**config.mk**
```make
export PLATFORM = sky130hd
export DESIGN_NAME = mpu_spi_arbiter
export DESIGN_NICKNAME = d
export VERILOG_FILES = /design/src/rtl/mpu_spi_arbiter.sv
export SDC_FILE = /design/constraint.sdc
export NUM_CORES = 1
export LEC_CHECK = 0
export ABC_CLOCK_PERIOD_IN_PS = 2600
export CAP_MARGIN = 0
export CELL_PAD_IN_SITES_DETAIL_PLACEMENT = 0
export CELL_PAD_IN_SITES_GLOBAL_PLACEMENT = 2
export CORE_MARGIN = 2
export CORE_UTILIZATION = 25
export DETAILED_ROUTE_END_ITERATION = 7
export PLACE_DENSITY_LB_ADDON = 0.1
export RECOVER_POWER = 50
export SYNTH_ARGS = -nofsm -noshare
export SYNTH_HDL_FRONTEND = slang
export SYNTH_SLANG_ARGS = --single-unit
```
**constraint.sdc**
```tcl
create_clock -name clk -period 2.6 [get_ports clk]
set_input_delay 0.65 -clock clk [delete_from_list [all_inputs] [get_ports clk]]
set_output_delay 0.65 -clock clk [all_outputs]
set_load 0.05 [all_outputs]
```
**src/rtl/mpu_spi_arbiter.sv**
```systemverilog
// Round-robin arbiter sharing one MPU9250 SPI register-access engine between
// three requesters; sequences start/busy, returns read data and done/err pulses.
//
// state     | meaning
// ----------+-----------------------------------------------------------
// IDLE      | engine free; pick next requester from the rr pointer
// ISSUE     | one-cycle mpu_start pulse with latched fields
// WAIT_ACK  | waiting for the engine to raise busy (ACK_TIMEOUT bound)
// WAIT_DONE | engine busy; waiting for it to drop (DONE_TIMEOUT bound)
// RELEASE   | grant dropped, rr pointer advanced past the owner
module mpu_spi_arbiter #(
  parameter int NUM_REQ      = 3,
  parameter int ACK_TIMEOUT  = 16,
  parameter int DONE_TIMEOUT = 4096
) (
  input  logic                   clk,
  input  logic                   reset,
  input  logic [NUM_REQ-1:0]     req,
  input  logic [7*NUM_REQ-1:0]   req_addr,
  input  logic [8*NUM_REQ-1:0]   req_wdata,
  input  logic [NUM_REQ-1:0]     req_rw,
  output logic [NUM_REQ-1:0]     grant,
  output logic [NUM_REQ-1:0]     done,
  output logic [NUM_REQ-1:0]     err,
  output logic [7:0]             rd_data,
  output logic [6:0]             mpu_address,
  output logic [7:0]             mpu_wr_data,
  output logic                   mpu_rd_wr_sel,
  output logic                   mpu_start,
  input  logic                   mpu_busy,
  input  logic [7:0]             mpu_rd_data
);

  localparam logic [15:0] ACK_LIMIT  = 16'(ACK_TIMEOUT);
  localparam logic [15:0] DONE_LIMIT = 16'(DONE_TIMEOUT);

  typedef enum logic [2:0] {
    IDLE,
    ISSUE,
    WAIT_ACK,
    WAIT_DONE,
    RELEASE
  } state_t;

  state_t state_q, state_d;

  logic [15:0]        cnt_q, cnt_d, cnt_inc;
  logic [1:0]         rr_q, rr_d;
  logic [NUM_REQ-1:0] grant_d, done_d, err_d;
  logic [7:0]         rd_data_d;
  logic [6:0]         addr_d;
  logic [7:0]         wdata_d;
  logic               sel_d;
  logic               start_d;

  logic               win_valid;
  logic [1:0]         win_idx;
  logic [6:0]         win_addr;
  logic [7:0]         win_wdata;
  logic               win_rw;
  logic [1:0]         rr_next;

  // First set request at or above the rr pointer, wrapping modulo 3.
  always_comb begin
    win_valid = |req;
    win_idx   = 2'd0;
    case (rr_q)
      2'd1:    win_idx = req[1] ? 2'd1 : (req[2] ? 2'd2 : 2'd0);
      2'd2:    win_idx = req[2] ? 2'd2 : (req[0] ? 2'd0 : 2'd1);
      default: win_idx = req[0] ? 2'd0 : (req[1] ? 2'd1 : 2'd2);
    endcase
  end

  always_comb begin
    win_addr  = req_addr[6:0];
    win_wdata = req_wdata[7:0];
    win_rw    = req_rw[0];
    case (win_idx)
      2'd1: begin
        win_addr  = req_addr[13:7];
        win_wdata = req_wdata[15:8];
        win_rw    = req_rw[1];
      end
      2'd2: begin
        win_addr  = req_addr[20:14];
        win_wdata = req_wdata[23:16];
        win_rw    = req_rw[2];
      end
      default: begin
        win_addr  = req_addr[6:0];
        win_wdata = req_wdata[7:0];
        win_rw    = req_rw[0];
      end
    endcase
  end

  // The grant vector identifies the owner, so the pointer advance is decoded from it.
  always_comb begin
    rr_next = 2'd0;
    if (grant[0]) rr_next = 2'd1;
    else if (grant[1]) rr_next = 2'd2;
  end

  assign cnt_inc = (cnt_q == 16'hFFFF) ? cnt_q : cnt_q + 16'd1;

  always_comb begin
    state_d   = state_q;
    cnt_d     = cnt_q;
    rr_d      = rr_q;
    grant_d   = grant;
    done_d    = '0;
    err_d     = '0;
    rd_data_d = rd_data;
    addr_d    = mpu_address;
    wdata_d   = mpu_wr_data;
    sel_d     = mpu_rd_wr_sel;
    start_d   = 1'b0;
    case (state_q)
      IDLE: begin
        if (!mpu_busy && win_valid) begin
          grant_d = NUM_REQ'(1) << win_idx;
          addr_d  = win_addr;
          wdata_d = win_wdata;
          sel_d   = win_rw;
          start_d = 1'b1;
          cnt_d   = 16'd0;
          state_d = ISSUE;
        end
      end
      ISSUE: begin
        cnt_d   = cnt_inc;
        state_d = WAIT_ACK;
      end
      WAIT_ACK: begin
        if (mpu_busy) begin
          cnt_d   = 16'd0;
          state_d = WAIT_DONE;
        end else if (cnt_q >= ACK_LIMIT) begin
          err_d   = grant;
          done_d  = grant;
          state_d = RELEASE;
        end else begin
          cnt_d = cnt_inc;
        end
      end
      WAIT_DONE: begin
        if (!mpu_busy) begin
          done_d = grant;
          if (mpu_rd_wr_sel) rd_data_d = mpu_rd_data;
          state_d = RELEASE;
        end else if (cnt_q >= DONE_LIMIT) begin
          err_d   = grant;
          done_d  = grant;
          state_d = RELEASE;
        end else begin
          cnt_d = cnt_inc;
        end
      end
      RELEASE: begin
        grant_d = '0;
        rr_d    = rr_next;
        state_d = IDLE;
      end
      default: state_d = IDLE;
    endcase
  end

  always_ff @(posedge clk) begin
    if (reset) begin
      state_q       <= IDLE;
      cnt_q         <= 16'd0;
      rr_q          <= 2'd0;
      grant         <= '0;
      done          <= '0;
      err           <= '0;
      rd_data       <= 8'd0;
      mpu_address   <= 7'd0;
      mpu_wr_data   <= 8'd0;
      mpu_rd_wr_sel <= 1'b1;
      mpu_start     <= 1'b0;
    end else begin
      state_q       <= state_d;
      cnt_q         <= cnt_d;
      rr_q          <= rr_d;
      grant         <= grant_d;
      done          <= done_d;
      err           <= err_d;
      rd_data       <= rd_data_d;
      mpu_address   <= addr_d;
      mpu_wr_data   <= wdata_d;
      mpu_rd_wr_sel <= sel_d;
      mpu_start     <= start_d;
    end
  end

endmodule

```
### Word level (Yosys, flattened, before mapping)

Cells that the tools add are included.

| word-level totals | value |
|---|---|
| bits in registers | 55 |
| input port bits | 62 |
| output and inout port bits | 34 |
| word-level logic and storage cells | 79 |

| operators by class | value |
|---|---|
| $add $sub $neg | 1 |
| magnitude comparators | 2 |
| equal/unequal tests | 15 |
| shift-type cells | 1 |
| muxes and demuxes | 35 |
| bitwise operators | 2 |
| reduce and logical (&&, ||, !) cells | 12 |

Operators with widths:

| operator | count |
|---|---|
| $mux 16 | 6 |
| $pmux 16 s4 | 1 |
| $mux 3 | 11 |
| $pmux 3 s2 | 3 |
| $add 16x1->16 const B | 1 |
| $eq 16x16->1 const B | 1 |
| $ge 16x13->1 const B | 1 |
| $ge 16x5->1 const B | 1 |
| $pmux 8 s2 | 1 |
| $mux 2 | 7 |
| $pmux 7 s2 | 1 |
| $pmux 3 s4 | 1 |
| $ne 3x3->1 const B | 3 |
| $eq 3x2->1 const B | 2 |
| $ne 2x2->1 const B | 3 |
| $reduce_and 3->1 | 2 |
| $reduce_and 5->1 | 1 |
| $eq 2x1->1 const B | 2 |
| $eq 2x2->1 const B | 2 |
| $pmux 2 s2 | 1 |
| $reduce_and 2->1 | 2 |
| $reduce_bool 4->1 | 1 |
| $eq 3x1->1 const B | 1 |
| $eq 3x3->1 const B | 1 |
| 10 further kinds | 12 |

### Depth between registers and ports, before layout

| depth | value |
|---|---|
| depth in word-level cells | 6 |
| mapped depth | 16 |
| gate-level depth less buffers | 14 |

### Worst setup path after synthesis

No wires, ideal clock.

| path | value |
|---|---|
| path type | reg-to-reg |
| start point | reg rr_q[0] |
| end point | reg mpu_address[3] |
| library setup time | 128 ps |
| arrival time | 2260 ps |
| required time | 2472 ps |
| setup slack | 212 ps |
| cell stages (with the launch flop) | 16 |
| path buffers | 2 |
| period minus slack after synthesis | 2388 ps |
| cells stage by stage | dfxtp_1 > inv_1 > ha_1 > nor2b_1 > o21ai_0 > o31a_1 > inv_1 > ha_1 > clkbuf_1 > clkbuf_1 > a22oi_1 > nor2_1 > a21oi_1 > nor2_1 > a21oi_1 > nor2_1 |

| between the ends | value |
|---|---|
| word-level cells in the longest chain between the ends | 4 |
| elaborated cells between the ends (all ways) | 6 |
| those cells by class | eq/ne: 4; mux: 2 |

RTL lines:

| element | line | source |
|---|---|---|
| start: declaration | 48 | `logic [1:0] rr_q, rr_d;` |
| start signal: assignment | 184 | `rr_q <= rr_d;` |
| $eq 2x2->1 or $eq 2x1->1 (tied branches) | 67 | `case (rr_q)` |
| $pmux 2 s2 * | 67 |  |
| $eq 2x2->1 or $eq 2x1->1 (tied branches) | 78 | `case (win_idx)` |
| $pmux 7 s2 * | 78 |  |
| end signal: assignment | 189 | `mpu_address <= addr_d;` |
| end: declaration | 26 | `output logic [6:0] mpu_address,` |

Mark *: on every way between the ends. The rest lies on a longest branch, timed or not.
A chain may end at the register's enable or synchronous reset.

### Final worst setup path

| path | value |
|---|---|
| start point | in req[0] |
| end point | reg mpu_rd_wr_sel |

| between the ends | value |
|---|---|
| word-level cells in the longest chain between the ends | 5 |
| elaborated cells between the ends (all ways) | 10 |
| those cells by class | eq/ne: 2; mux: 5; reduce/logical: 3 |

RTL lines:

| element | line | source |
|---|---|---|
| start: declaration | 18 | `input logic [NUM_REQ-1:0] req,` |
| $mux 1 | 69 | `2'd2: win_idx = req[2] ? 2'd2 : (req[0] ? 2'd0 : 2'd1);` |
| $mux 2 | 69 |  |
| $pmux 2 s2 | 67 |  |
| $eq 2x2->1 or $eq 2x1->1 (tied branches) | 78 |  |
| $pmux 1 s2 | 78 |  |
| end signal: assignment | 191 | `mpu_rd_wr_sel <= sel_d;` |
| end: declaration | 28 | `output logic mpu_rd_wr_sel,` |

Parallel ways exist; a longest one is shown, timed or not.

==> insert_results.sql <==
INSERT INTO impl_metrics (metric_group, metric, value, unit) VALUES
('power_and_ir_drop', 'power_leakage', '1.595', 'nW'),
('final_layout', 'antenna-diode-count', '0', ''),
('setup_path', 'critical_register_to_register_path_endpoint', 'mpu_rd_wr_sel$_SDFFE_PP1P_', ''),
('setup_path', 'reg_to_reg_startpoint', 'rr_q[0]$_SDFFE_PP0P_', ''),
('min_path', 'cell_depth_of_the_worst_min_delay_path', '2', ''),
('grt', 'grt_util_all_layers', '14.23', '%'),
('setup_path', 'max_stage_delay', '0.43', 'ns'),
('detailed_routing', 'routed_wl', '8188', 'um'),
('final_layout', 'multi_input_gate_area_in_the_final_layout', '1563', 'um^2'),
('clock_tree', 'clock_tree.root_cell', 'sky130_fd_sc_hd__clkbuf_8', ''),
('clock_tree', 'cts_buffer_depth', '2', ''),
('place', 'number_of_input_and_output_port_buffers_inserted', '95', ''),
('logic_synthesis', 'synth_edf_count', '0', ''),
('grt', 'globalRoute.totalOverflow', '0', ''),
('logic_synthesis', 'synth_cells', '348', ''),
('logic_synthesis', 'yosys.area.top_type', 'sky130_fd_sc_hd__dfxtp_1', ''),
('logic_synthesis', 'synth-main-ff-cell', 'sky130_fd_sc_hd__dfxtp_1', ''),
('clock_tree', 'cts_hold_repair.buffers', '0', ''),
('grt', 'grt_max_degree', '37', ''),
('sta', 'final_max_slew_viol_count', '0', ''),
('setup_path', 'rrSetupSlack', '0.27', 'ns'),
('setup_path', 'critical_path_class', 'in2reg', ''),
('sta', 'timing_worst_slew_pin_value', '0.5498', 'ns'),
('sta', 'tns', '0', 'ns'),
('flow_run', 'max_cap_viol_count', '0', ''),
('final_layout', 'final_layout_size_suffix_gt1_share', '9.912', '%'),
('grt', 'grt_first_pass_wirelength', '13060', 'um'),
('detailed_routing', 'post_drt_via_cell_ratio', '4.665', ''),
('sta', 'fin_skew', '0.004017', 'ns'),
('place', 'gp_congestion', '0.7445', ''),
('logic_synthesis', 'synth.distinct_cells', '47', ''),
('clock_tree', 'tritoncts', 'yes', ''),
('final_layout', 'final.fill_count', '1116', ''),
('min_path', 'hold_path_end', 'mpu_wr_data[4]$_SDFFE_PP0P_', ''),
('detailed_routing', 'drt_first_pass_iters', '4', ''),
('sta', 'report.final.setup_viol', '0', ''),
('min_path', 'hold_path_startpoint', 'mpu_wr_data[4]$_SDFFE_PP0P_', ''),
('logic_synthesis', 'mapped_cell_area', '2764', 'um^2'),
('setup_path', 'endpoint_kind', 'flop', ''),
('power_and_ir_drop', 'total_power_after_layout', '0.002038', 'W'),
('logic_synthesis', 'nets_in_the_synthesized_netlist', '417', ''),
('setup_path', 'crit_arrival', '2.68', 'ns'),
('clock_tree', 'clk_pin_slew', '0.10', 'ns'),
('floorplan', 'effective_utilization_at_floorplan', '25.61', '%'),
('final_layout', 'areaGrowthSynthToFinish', '50.84', '%'),
('setup_path', 'critPathLaunchType', 'input port', ''),
('grt', 'first_global_vias', '2676', ''),
('sta', 'min_period', '2.466', 'ns'),
('setup_path', 'rr_worst_depth', '12', ''),
('detailed_routing', 'detail-route-antenna-nets', '0', ''),
('logic_synthesis', 'register_bit_total_from_synthesis', '55', ''),
('sta', 'max-slew-margin-rel', '63.23', '%'),
('clock_tree', 'clock_latency', '0.31', 'ns'),
('detailed_routing', 'first_iter_violations', '80', ''),
('sta', 'hold_violation_total_from_the_final_report', '0', ''),
('setup_path', 'timing.critical_path.required', '2.81', 'ns'),
('logic_synthesis', 'synth_largest_type_area_fraction', '39.84', '%'),
('final_layout', 'finalNonFillerCells', '594', ''),
('logic_synthesis', 'avgSynthCellArea', '7.942', 'um^2'),
('sta', 'rsz_0062_raised_after_global_routing', 'false', ''),
('floorplan', 'ioPinCount', '96', ''),
('grt', 'grt_antenna_before_repair', '0', ''),
('clock_tree', 'tritoncts_num_sinks', '55', ''),
('setup_path', 'crit_chain', 'clkdlybuf4s50_1 > buf_4 > o31a_1 > buf_4 > ha_1 > buf_12 > a22oi_2 > nor2_1 > a21oi_1 > nor2_1 > a211o_1', ''),
('clock_tree', 'total_cts_buffers', '5', ''),
('setup_path', 'critPathTopFamily', 'buffers and inverters', ''),
('final_layout', 'final-seq-area', '1101', 'um^2'),
('outcome', 'result_of_the_run', 'complete, no violations', ''),
('sta', 'finalCritPeriodShare', '94.84', '%'),
('floorplan', 'floorplan.die_area', '11910', 'um^2'),
('detailed_routing', 'dr_total_vias', '2771', '');
==> worst min-delay path: stages (launching register included) <==
cell and delay, ns:
sky130_fd_sc_hd__dfxtp_1 0.34, sky130_fd_sc_hd__a21oi_1 0.06, sky130_fd_sc_hd__nor2_1 0.07
==> area by class of cell <==
| type | count | share of cell area (%) |
|---|---|---|
| clock buffer | 6 | 1.981 |
| clock inverter | 2 | 0.9304 |
| inverter | 9 | 0.8103 |
| multi-input combinational | 263 | 37.49 |
| sequential | 55 | 26.41 |
| tap | 140 | 4.202 |
| timing repair buffer | 119 | 28.18 |
==> how the worst max path moves through the flow <==
| stage | from | end | slack [ns] | cells past startpoint |
|---|---|---|---|---|
| 5_1_grt | req[0] | mpu_wr_data[4]$_SDFFE_PP0P_ | 0.01 | 12 |
| 2_1_floorplan | rr_q[0]$_SDFFE_PP0P_ | mpu_address[3]$_SDFFE_PP0P_ | 0.21 | 15 |
| 3_5_place_dp | req[0] | mpu_wr_data[7]$_SDFFE_PP0P_ | -0.25 | 13 |
| 3_3_place_gp | req[0] | mpu_wr_data[7]$_SDFFE_PP0P_ | -0.20 | 13 |
| 6_report | req[0] | mpu_rd_wr_sel$_SDFFE_PP1P_ | 0.13 | 11 |
| 4_1_cts | rr_q[0]$_SDFFE_PP0P_ | mpu_wr_data[7]$_SDFFE_PP0P_ | 0.07 | 14 |
==> report_power, final <==
| group | switching [W] | leakage, nW | total [W] | internal, W |
|---|---|---|---|---|
| registers | 0.0000288 | 0.446 | 0.000904 | 0.000875 |
| logic | 0.000274 | 1.09 | 0.000509 | 0.000235 |
| clock network | 0.000307 | 0.0618 | 0.000625 | 0.000318 |
| total | 0.000610 | 1.59 | 0.00204 | 0.00143 |
==> logic make-up (layout without fill, tap and decap cells) <==
kind of cell	after synthesis	after routing	synth area share [%]
fa+ha+maj	7	7	3.169
buf+inv	30	136	4.527
xor+xnor	4	4	1.268
compound gates	87	87	19.51
mux	11	11	3.984
simple gates	154	154	27.71
flops	55	55	39.84
==> registers in the layout (all words and copies together), names as in the netlist <==
signal         cells
cnt_q             16
done               3
err                3
grant              3
mpu_address        7
mpu_rd_wr_sel      1
mpu_start          1
mpu_wr_data        8
rd_data            8
rr_q               2
state_q            3
==> cells in the mapped netlist, drive strengths merged, types with 2 or more instances <==
| cell type | count |
|---|---|
| nor2 | 76 |
| dfxtp | 55 |
| a21oi | 47 |
| a22oi | 16 |
| clkbuf | 15 |
| nand3 | 13 |
| nand2 | 12 |
| mux2i | 11 |
| and2 | 10 |
| inv | 9 |
| o21ai | 9 |
| nor3 | 8 |
| ha | 7 |
| buf | 6 |
| nand4 | 6 |
| or3 | 6 |
| a31oi | 5 |
| nor4 | 5 |
| nor2b | 3 |
| or4 | 3 |
| and3 | 2 |
| nand2b | 2 |
| or2 | 2 |
| xnor2 | 2 |
| xor2 | 2 |
==> stage by stage <==
stage	area [um^2]	hold WS [ns]	setup slack, ns	util, %
2_1_floorplan	2764	0.4650	0.2121	-
3_3_place_gp	4021	0.4655	-0.2018	37.26
3_5_place_dp	4021	0.4780	-0.2521	37.26
4_1_cts	4143	0.5072	0.06614	38.38
5_1_grt	4169	0.5315	0.01196	38.63
6_report	4169	0.4954	0.1343	38.63
==> routing by layer <==
layer | vias to the layer above | track usage [%] | share of wire [%]
li1 | 1431 | - | -
met3 | 8 | 5.081 | 7.9
met4 | 0 | 3.480 | 1.2
met1 | 1265 | 17.18 | 45
met2 | 67 | 24.05 | 46
met5 | - | 0 | 0
==> what timing repair did <==
action | 4_1_cts | 5_1_grt
setup buffers | 0 | 1
gates resized for setup | 0 | 6
setup endpoints to repair | 0 | 16
No activity file was read; power rests on OpenSTA's default activity.
